File: config.mk
export PLATFORM = sky130hd
export DESIGN_NAME = seq_detect_param
export DESIGN_NICKNAME = d
export VERILOG_FILES = /design/src/rtl/seq_detect_param.sv
export SDC_FILE = /design/constraint.sdc
export NUM_CORES = 1
export LEC_CHECK = 0
export CORE_MARGIN = 5
export CORE_UTILIZATION = 50
export DETAILED_ROUTE_END_ITERATION = 16
export MAX_ROUTING_LAYER = met4
export PLACE_DENSITY = 0.77
export SLEW_MARGIN = 20
export SYNTH_ARGS = -nofsm -noshare
export SYNTH_HDL_FRONTEND = slang
export SYNTH_SLANG_ARGS = --single-unit
File: constraint.sdc
create_clock -name clk -period 2.35 [get_ports clk]
set_clock_uncertainty 0.1 [all_clocks]
set_input_delay 0.47 -clock clk [delete_from_list [all_inputs] [get_ports clk]]
set_output_delay 0.47 -clock clk [all_outputs]
set_load 0.01 [all_outputs]
File: src/rtl/seq_detect_param.sv
// Parametrised serial pattern detector with a runtime-loadable pattern,
// selectable overlapping detection and a saturating match counter.
module seq_detect_param #(
  parameter int                 PAT_W   = 4,
  parameter int                 CNT_W   = 8,
  parameter logic [PAT_W-1:0]   RST_PAT = 4'b1011
) (
  input  logic             clk,
  input  logic             rst,
  input  logic             in_valid,
  input  logic             in,
  input  logic             cfg_load,
  input  logic [PAT_W-1:0] cfg_pattern,
  input  logic             cfg_overlap,
  input  logic             cnt_clr,
  output logic             out,
  output logic [CNT_W-1:0] match_cnt,
  output logic             cnt_sat
);

  localparam int               FILL_W   = $clog2(PAT_W + 1);
  localparam logic [FILL_W-1:0] FILL_MAX = FILL_W'(PAT_W);
  localparam logic [CNT_W-1:0]  CNT_MAX  = {CNT_W{1'b1}};

  generate
    if (PAT_W < 2 || PAT_W > 16) begin : g_bad_pat_w
      $error("seq_detect_param: PAT_W must be in 2..16");
    end
  endgenerate

  logic [PAT_W-1:0]  hist_q, hist_d;
  logic [FILL_W-1:0] fill_q, fill_d;
  logic [PAT_W-1:0]  pattern_q, pattern_d;
  logic              overlap_q, overlap_d;
  logic              out_q, out_d;
  logic [CNT_W-1:0]  cnt_q, cnt_d;
  logic              sat_q, sat_d;

  logic [PAT_W-1:0]  shifted_s;
  logic [FILL_W-1:0] fill_inc_s;
  logic              match_s;

  // Next-state logic: shift history, track fill, detect match, update counter
  always_comb begin
    hist_d     = hist_q;
    fill_d     = fill_q;
    pattern_d  = pattern_q;
    overlap_d  = overlap_q;
    cnt_d      = cnt_q;
    shifted_s  = {hist_q[PAT_W-2:0], in};
    fill_inc_s = (fill_q == FILL_MAX) ? FILL_MAX : fill_q + FILL_W'(1);
    match_s    = in_valid && !cfg_load && (fill_inc_s == FILL_MAX) &&
                 (shifted_s == pattern_q);

    // A config load flushes all partial progress and drops the same-cycle bit
    if (cfg_load) begin
      pattern_d = cfg_pattern;
      overlap_d = cfg_overlap;
      hist_d    = '0;
      fill_d    = '0;
    end else if (in_valid) begin
      hist_d = shifted_s;
      fill_d = (match_s && !overlap_q) ? '0 : fill_inc_s;
    end else begin
      hist_d = hist_q;
      fill_d = fill_q;
    end

    out_d = match_s;

    if (cnt_clr) begin
      cnt_d = '0;
    end else if (match_s && (cnt_q != CNT_MAX)) begin
      cnt_d = cnt_q + CNT_W'(1);
    end else begin
      cnt_d = cnt_q;
    end

    sat_d = (cnt_d == CNT_MAX);
  end

  // All detector state and registered outputs
  always_ff @(posedge clk or posedge rst) begin
    if (rst) begin
      hist_q    <= '0;
      fill_q    <= '0;
      pattern_q <= RST_PAT;
      overlap_q <= 1'b1;
      out_q     <= 1'b0;
      cnt_q     <= '0;
      sat_q     <= 1'b0;
    end else begin
      hist_q    <= hist_d;
      fill_q    <= fill_d;
      pattern_q <= pattern_d;
      overlap_q <= overlap_d;
      out_q     <= out_d;
      cnt_q     <= cnt_d;
      sat_q     <= sat_d;
    end
  end

  assign out       = out_q;
  assign match_cnt = cnt_q;
  assign cnt_sat   = sat_q;

endmodule

After elaboration in Yosys (flattened, before gate mapping)
Index checks and enable logic that the tools add are counted.
{"block": "totals", "in_bits": 11, "word_cells": 30, "regBits": 21, "output_inout_bits": 10}
{"block": "op_classes", "mux": 8, "n_eq_ne": 5, "n_addsub": 2, "n_reduce_logical": 8}
{"op": "$mux 3", "count": 6}
{"op": "$mux 8", "count": 2}
{"op": "$add 8x1->8 const B", "count": 1}
{"op": "$eq 8x8->1 const B", "count": 1}
{"op": "$ne 8x8->1 const B", "count": 1}
{"op": "$eq 3x3->1 const B", "count": 2}
{"op": "$logic_and 1x1->1", "count": 5}
{"op": "$eq 4x4->1", "count": 1}
{"op": "$add 3x1->3 const B", "count": 1}
{"op": "$logic_not 1->1", "count": 2}
{"op": "$reduce_bool 2->1", "count": 1}

Logic depth before layout (Yosys ltp)
{"block": "depth", "depth_word": 9, "depth_mapped": 8, "ltp_nobuf": 8}

Worst setup path before layout
OpenSTA, ideal clock, no wires.
{"block": "synth_timing", "kind": "register to register", "startpoint": "reg fill_q[0]", "endpoint": "reg cnt_q[7], in the netlist match_cnt[7]", "t_arrival_ns": 1.847, "setup_slack_ns": 0.326, "required_ns": 2.172, "stages_incl_launch_ff": 8, "cell_sequence": "dfrtp_1 > inv_1 > ha_1 > and3b_4 > nor4b_4 > nand4b_4 > or3_1 > a21oi_1"}
{"block": "synth_between", "elab_chain_len": 8, "word_cells_on_any_way": 9}
{"item": "from (decl)", "line": "32", "text": "logic [FILL_W-1:0] fill_q, fill_d;"}
{"item": "from (signal assigned)", "line": "94", "text": "fill_q <= fill_d;"}
{"item": "$add 3x1->3 / $eq 3x3->1 (equally long branches)", "line": "51", "text": "fill_inc_s = (fill_q == FILL_MAX) ? FILL_MAX : fill_q + FILL_W'(1);"}
{"item": "$mux 3 *", "line": "51"}
{"item": "$eq 3x3->1 *", "line": "52", "text": "match_s = in_valid && !cfg_load && (fill_inc_s == FILL_MAX) &&"}
{"item": "$logic_and 1x1->1 * (2 in series)", "line": "52"}
{"item": "$logic_and 1x1->1 *", "line": "73", "text": "end else if (match_s && (cnt_q != CNT_MAX)) begin"}
{"item": "$mux 8 *", "line": "73"}
{"item": "$mux 8 *", "line": "71", "text": "if (cnt_clr) begin"}
{"item": "via cnt_d[7]", "line": "36", "text": "logic [CNT_W-1:0] cnt_q, cnt_d;"}
{"item": "to (signal assigned)", "line": "98", "text": "cnt_q <= cnt_d;"}
{"item": "to (decl)", "line": "36"}
Mark *: on every way through the listed nets, which the timed path passes. The rest lies on a longest branch.
A chain may end at the register's enable or synchronous reset.

Worst setup path in the final report
Same ends and word-level chain as after synthesis.

==> flow_summary.ini <==
[run_status]
status = complete, no violations

[pwr]
leakagePower_nw = 0.6029
fin_total_pwr_w = 0.0006303
p_per_area_mw_per_mm2 = 452.6
max-vdd-ir-drop_mv = 0.3740

[placed_design]
dp_hpwl_microns = 1615
place_ws_ns = -0.03614
dp.cells = 152
io_buffer_count = 20
place.gp.congestion = 0.8027

[detailed_routing]
vias_per_cell = 5.231
vias = 816
wl_per_cell_microns = 13.28
drc_errors = 0
drt_first_iter_violations = 3
firstDrtPassIters = 4
routed_wl_microns = 2071
postRouteAntennaNets = 0

[setup_path]
cp-start-kind = flop
critPathArrivalTime_ns = 2.31
crit_fanout = 7
max_stage_delay_ns = 0.42
cp_num_buf_inv = 1
cp_cell_sequence = inv_1, ha_1, and3b_4, nor4b_4, nand4b_4, or3_1, a21oi_1
cp_slowest_cell = dfrtp_1
worst_setup_path_end_kind = flop
path_delay_family = simple AND/OR/NAND/NOR gates
crit_type = flop to flop
crit_required_ns = 2.47

[floorplanning]
die_w_microns = 57.11
initial_core_util = 0.5115
core-area_sq_mm = 0.002170
die_area_sq_mm = 0.003262
io_pins = 21
die_h_microns = 57.11
rows = 17

[sta]
fin_crit_ns = 2.181
relSlewSlack = 0.7729
setup_tns_ns = 0
max_freq_mhz = 458.5
worst_slew_pin_slew_ns = 0.3392
rsz0062_at_grt = false
hold_viol_final = 0
setup_ws_ns = 0.1691
finalSetupViolations = 0
period_share = 0.9280
slew_viol_final = 0

[synthesis]
synthesis.area_sq_mm = 0.001110
ys_seq_area_frac = 0.4780
yosysUniqueCellTypes = 30
ys_ff_latch = 21
syn_area_per_cell_sq_um = 10.67
yosys_warnings = 0
synth_fp_nets = 118
syn-instance-count = 104

[layout]
antennaDiodeCount = 0
drive_gt1_frac = 0.1797
final-instance-count-excl-fill = 156
syn2layout_area_growth_pct = 25.48
num-nets-final = 143
post-route-util = 0.6419
n_fill_cell = 188

[clock_network]
clk_latency_ns = 0.29
numCtsBuffers = 3
cts_setup_buffers = 0
htree_levels = 1
ctsHoldBuffers = 0
cts_root_buf = clkbuf_4
cts_buffer_depth = 2
cts.sink_count = 21
tritoncts = built
clkTransAtPathRegs_ns = 0.11

[global_route]
grt_usage = 0.1465
antenna_found_initial = 0
grt_overflow_total = 0
grt_pass1_wl_microns = 3636
grt_max_degree = 22
grt_pass1_vias = 830

[hold_path]
hold_path.class = input pin to async pin

[flow_run]
maxCapViolations = 0
## metal layers
| metal | GRT usage | part of all wire | vias to the layer above |
|---|---|---|---|
| met5 | - | 0 | - |
| met4 | 0.05960 | 0 | 0 |
| met3 | 0.02262 | 0.027 | 0 |
| met2 | 0.2284 | 0.49 | 11 |
| met1 | 0.1903 | 0.48 | 399 |
| li1 | - | - | 406 |
## synth_stat cells, drive strengths merged
cell     n  area, sq um
xnor2    2        17.52
dfrtp   17        425.4
mux2     5        56.30
o21ai    6        30.03
nand4    2        12.51
nor4b    2        38.78
and3b    1        12.51
nand3    5        25.02
nor2    11        48.80
ha       3        37.54
nand2b   3        18.77
o211ai   1        7.510
xor2     5        43.79
a31oi    2        12.51
or2b     1        7.510
nand2    4        15.01
a21oi    6        30.03
inv      7        26.28
nor4bb   1        10.01
dfstp    4        105.1
or3      3        18.77
clkbuf   2        7.510
buf      2        8.750
nor3     3        20.02
nand4b   1        23.77
mux2i    5        50.05
## placed cells by master, fill, tap and decap left out
master	count
nor3_1	2
nor4b_4	1
and3b_4	1
clkbuf_4	3
mux2_2	5
clkbuf_1	1
nand3_1	5
nand4b_4	1
buf_4	4
ha_1	3
nor2_1	9
dfstp_2	4
nor2_4	2
nand2_1	4
nor4bb_1	1
clkdlybuf4s50_1	20
or2b_1	1
nand4_1	2
o211ai_1	1
nor3_2	1
or3_1	3
mux2i_1	5
a21oi_1	6
nor4b_2	1
o21ai_0	6
a31oi_1	2
inv_1	7
dfrtp_1	17
xnor2_1	2
nand2b_1	3
xor2_1	5
## registers in the layout, indices dropped and copies added, names as in the netlist
register,cells
cnt_sat,1
fill_q,3
hist_q,3
match_cnt,8
out,1
overlap_q,1
pattern_q,4
## per-stage QoR
step | hold slack, ns | area [sq um]
2_1_floorplan | 0.3436 | 1110
3_3_place_gp | 0.4161 | 1359
3_5_place_dp | 0.4170 | 1359
4_1_cts | 0.4079 | 1385
5_1_grt | 0.4298 | 1393
6_report | 0.4023 | 1393
## repair_timing
action / 4_1_cts / 5_1_grt
endpoints found under the hold margin: 0 / 0
resized for setup: 0 / 2
setup endpoints to repair: 0 / 3
## worst reg2reg max path, stage by stage (launching register included)
cell      delay (ns)
dfrtp_1         0.42
inv_1           0.10
ha_1            0.17
and3b_4         0.21
nor4b_4         0.37
nand4b_4        0.22
or3_1           0.39
a21oi_1         0.14
## where the power goes
group          switching (W)  internal, W
Sequential        0.00000906     0.000379
Clock              0.0000999    0.0000660
Combinational      0.0000353    0.0000407
Total               0.000144     0.000486
## cell type report
cell class	instances	area, sq um	share of cell area
Sequential cell	21	530.5	0.3810
Timing Repair Buffer	24	230.2	0.1653
Multi-Input combinational cell	72	544.3	0.3908
Inverter	7	26.28	0.01887
Tap cell	28	35.03	0.02516
Clock buffer	4	26.28	0.01887
## cell families after synthesis
logic type,share of synthesized area
AND/OR/NAND/NOR,0.2266
flip-flops,0.4780
AO/OA/AOI/OAI,0.07216
buffers and inverters,0.03833
multiplexers,0.09583
XOR/XNOR,0.05524
adder cells (fa/ha/maj),0.03383
## worst paths after layout
check,slack [ns],end,cells past startpoint,from
max in group asynchronous,1.48,overlap_q,3,rst
min reg2reg,0.44,pattern_q[2],1,pattern_q[2]
min in group clk,0.44,pattern_q[2],1,pattern_q[2]
max,0.17,match_cnt[7],7,fill_q[0]
max reg2reg,0.17,match_cnt[7],7,fill_q[0]
min,0.40,match_cnt[6],3,rst
Power figures use the tool's default switching activity.
==> variant (config.mk and constraints unchanged) <==
Change the parameter `CNT_W` from 8 to 6.
--- a/src/rtl/seq_detect_param.sv
+++ b/src/rtl/seq_detect_param.sv
@@ -2,7 +2,7 @@
 // selectable overlapping detection and a saturating match counter.
 module seq_detect_param #(
   parameter int                 PAT_W   = 4,
-  parameter int                 CNT_W   = 8,
+  parameter int                 CNT_W   = 6,
   parameter logic [PAT_W-1:0]   RST_PAT = 4'b1011
 ) (
   input  logic             clk,
Interface: changed (resized match_cnt); port bits go from 21 to 19. The function was not compared with the original's and may differ.
==> variant against the original RTL <==
Sequential cell count fell by 2. Sequential power fell by 8.5%. Routed wire length fell by 11%. Power fell by 4.3%. Synthesized cell count fell by 9.6%. Cell area fell by 9.0%. Setup slack improved by 0.043 ns. Count of clock-buffer cells in the layout did not move. Synthesized area fell by 9.6%. Global-route usage rose by 1.7 points.
==> variant: results <==
[run_status]
outcome = finished clean

[routing]
dr.first_iter.drc_count = 17
via_per_inst = 5.196
avgRoutedWirePerCell_um = 12.87

[cells_and_area]
fillers = 163
multi_input_area_share = 0.3929
register_area_um2 = 480.5
nMultiInputCombCells = 65
largest_reg_flops = 6
drive_gt1_frac = 0.2069
num-nets-final = 131
bufAreaShareNonClock = 0.1599
clkCellAreaFrac = 0.02073

[placement]
dp_hpwl_um = 1414
port_buffers = 18
gp_congestion = 0.7243

[yosys]
synth_fp_nets = 108
synthAdderAreaFrac = 0.03741
muxShareOfSynthArea = 0.1060
synth_compound_area_frac = 0.04239
yosysUniqueCellTypes = 29
synth_common_cells = nor2_1, dfrtp_1, inv_1
synth_seq_cells = 19
yosys-top-cells-area = dfrtp_1, dfstp_2, nor2_1, mux2_2, mux2i_1
seq_area_frac_synth = 0.4788

[global_route]
grt_pass1_wl_um = 3312
grt_pass1_vias = 770
grtUsageTotal = 0.1633

[pwr]
power_frac_seq = 0.590
leakage_nw = 0.5318
switching_share = 0.2468
pg_seq_uw = 356

[cts]
htreeDepth = 1
==> variant: changes by cell type in the layout (fill, tap and decap cells not counted), sizes merged, moves of 2 or more <==
cell / change
nor2: +8
nor4: +2
a21oi: -4
nand2b: -2
o21ai: -4
dfrtp: -2
nand3: -2
or3: -2
clkdlybuf4s50: -2
nor3: -2
==> variant: final timing paths <==
check / end / startpoint / slack [ns] / cells past startpoint
setup / recovery: cnt_sat / fill_q[0] / 0.21 / 9
hold / removal: fill_q[2] / fill_q[2] / 0.45 / 2
setup reg to reg: cnt_sat / fill_q[0] / 0.21 / 9
hold reg to reg: fill_q[2] / fill_q[2] / 0.45 / 2
max in group asynchronous: fill_q[1] / rst / 1.24 / 2
min in group asynchronous: match_cnt[5] / rst / 0.47 / 2
==> variant: kinds of logic (layout without fill, tap and decap cells) <==
family / Yosys count / count (layout)
AND/OR/NAND/NOR: 37 / 37
flip-flops: 19 / 19
multiplexers: 10 / 10
buffers and inverters: 10 / 32
XOR/XNOR: 8 / 8
AO/OA/AOI/OAI: 7 / 7
adder cells (fa/ha/maj): 3 / 3
==> variant: through the flow <==
step	setup WS, ns	instance area [um2]	instances	hold WS, ns
CTS	0.1808	1246	142	0.4481
global placement	0.07658	1220	138	0.4153
global route	0.08612	1267	143	0.4825
floorplan	0.3940	1003	94	0.3182
finish	0.2123	1267	143	0.4491
detailed placement	0.01146	1220	138	0.4210
==> variant: metal layers <==
layer  part of all wire  vias to the layer above  GRT usage
li1                   -                      361          -
met1               0.46                      360     0.1877
met2               0.49                       18     0.2657
met3              0.041                        4    0.03270
met4              0.014                        0    0.08714
met5                  0                        -          -
==> variant: repair_timing <==
action / in CTS / in global routing
gates resized for setup: 0 / 3
setup buffers: 0 / 1
endpoints found under the setup margin: 0 / 1
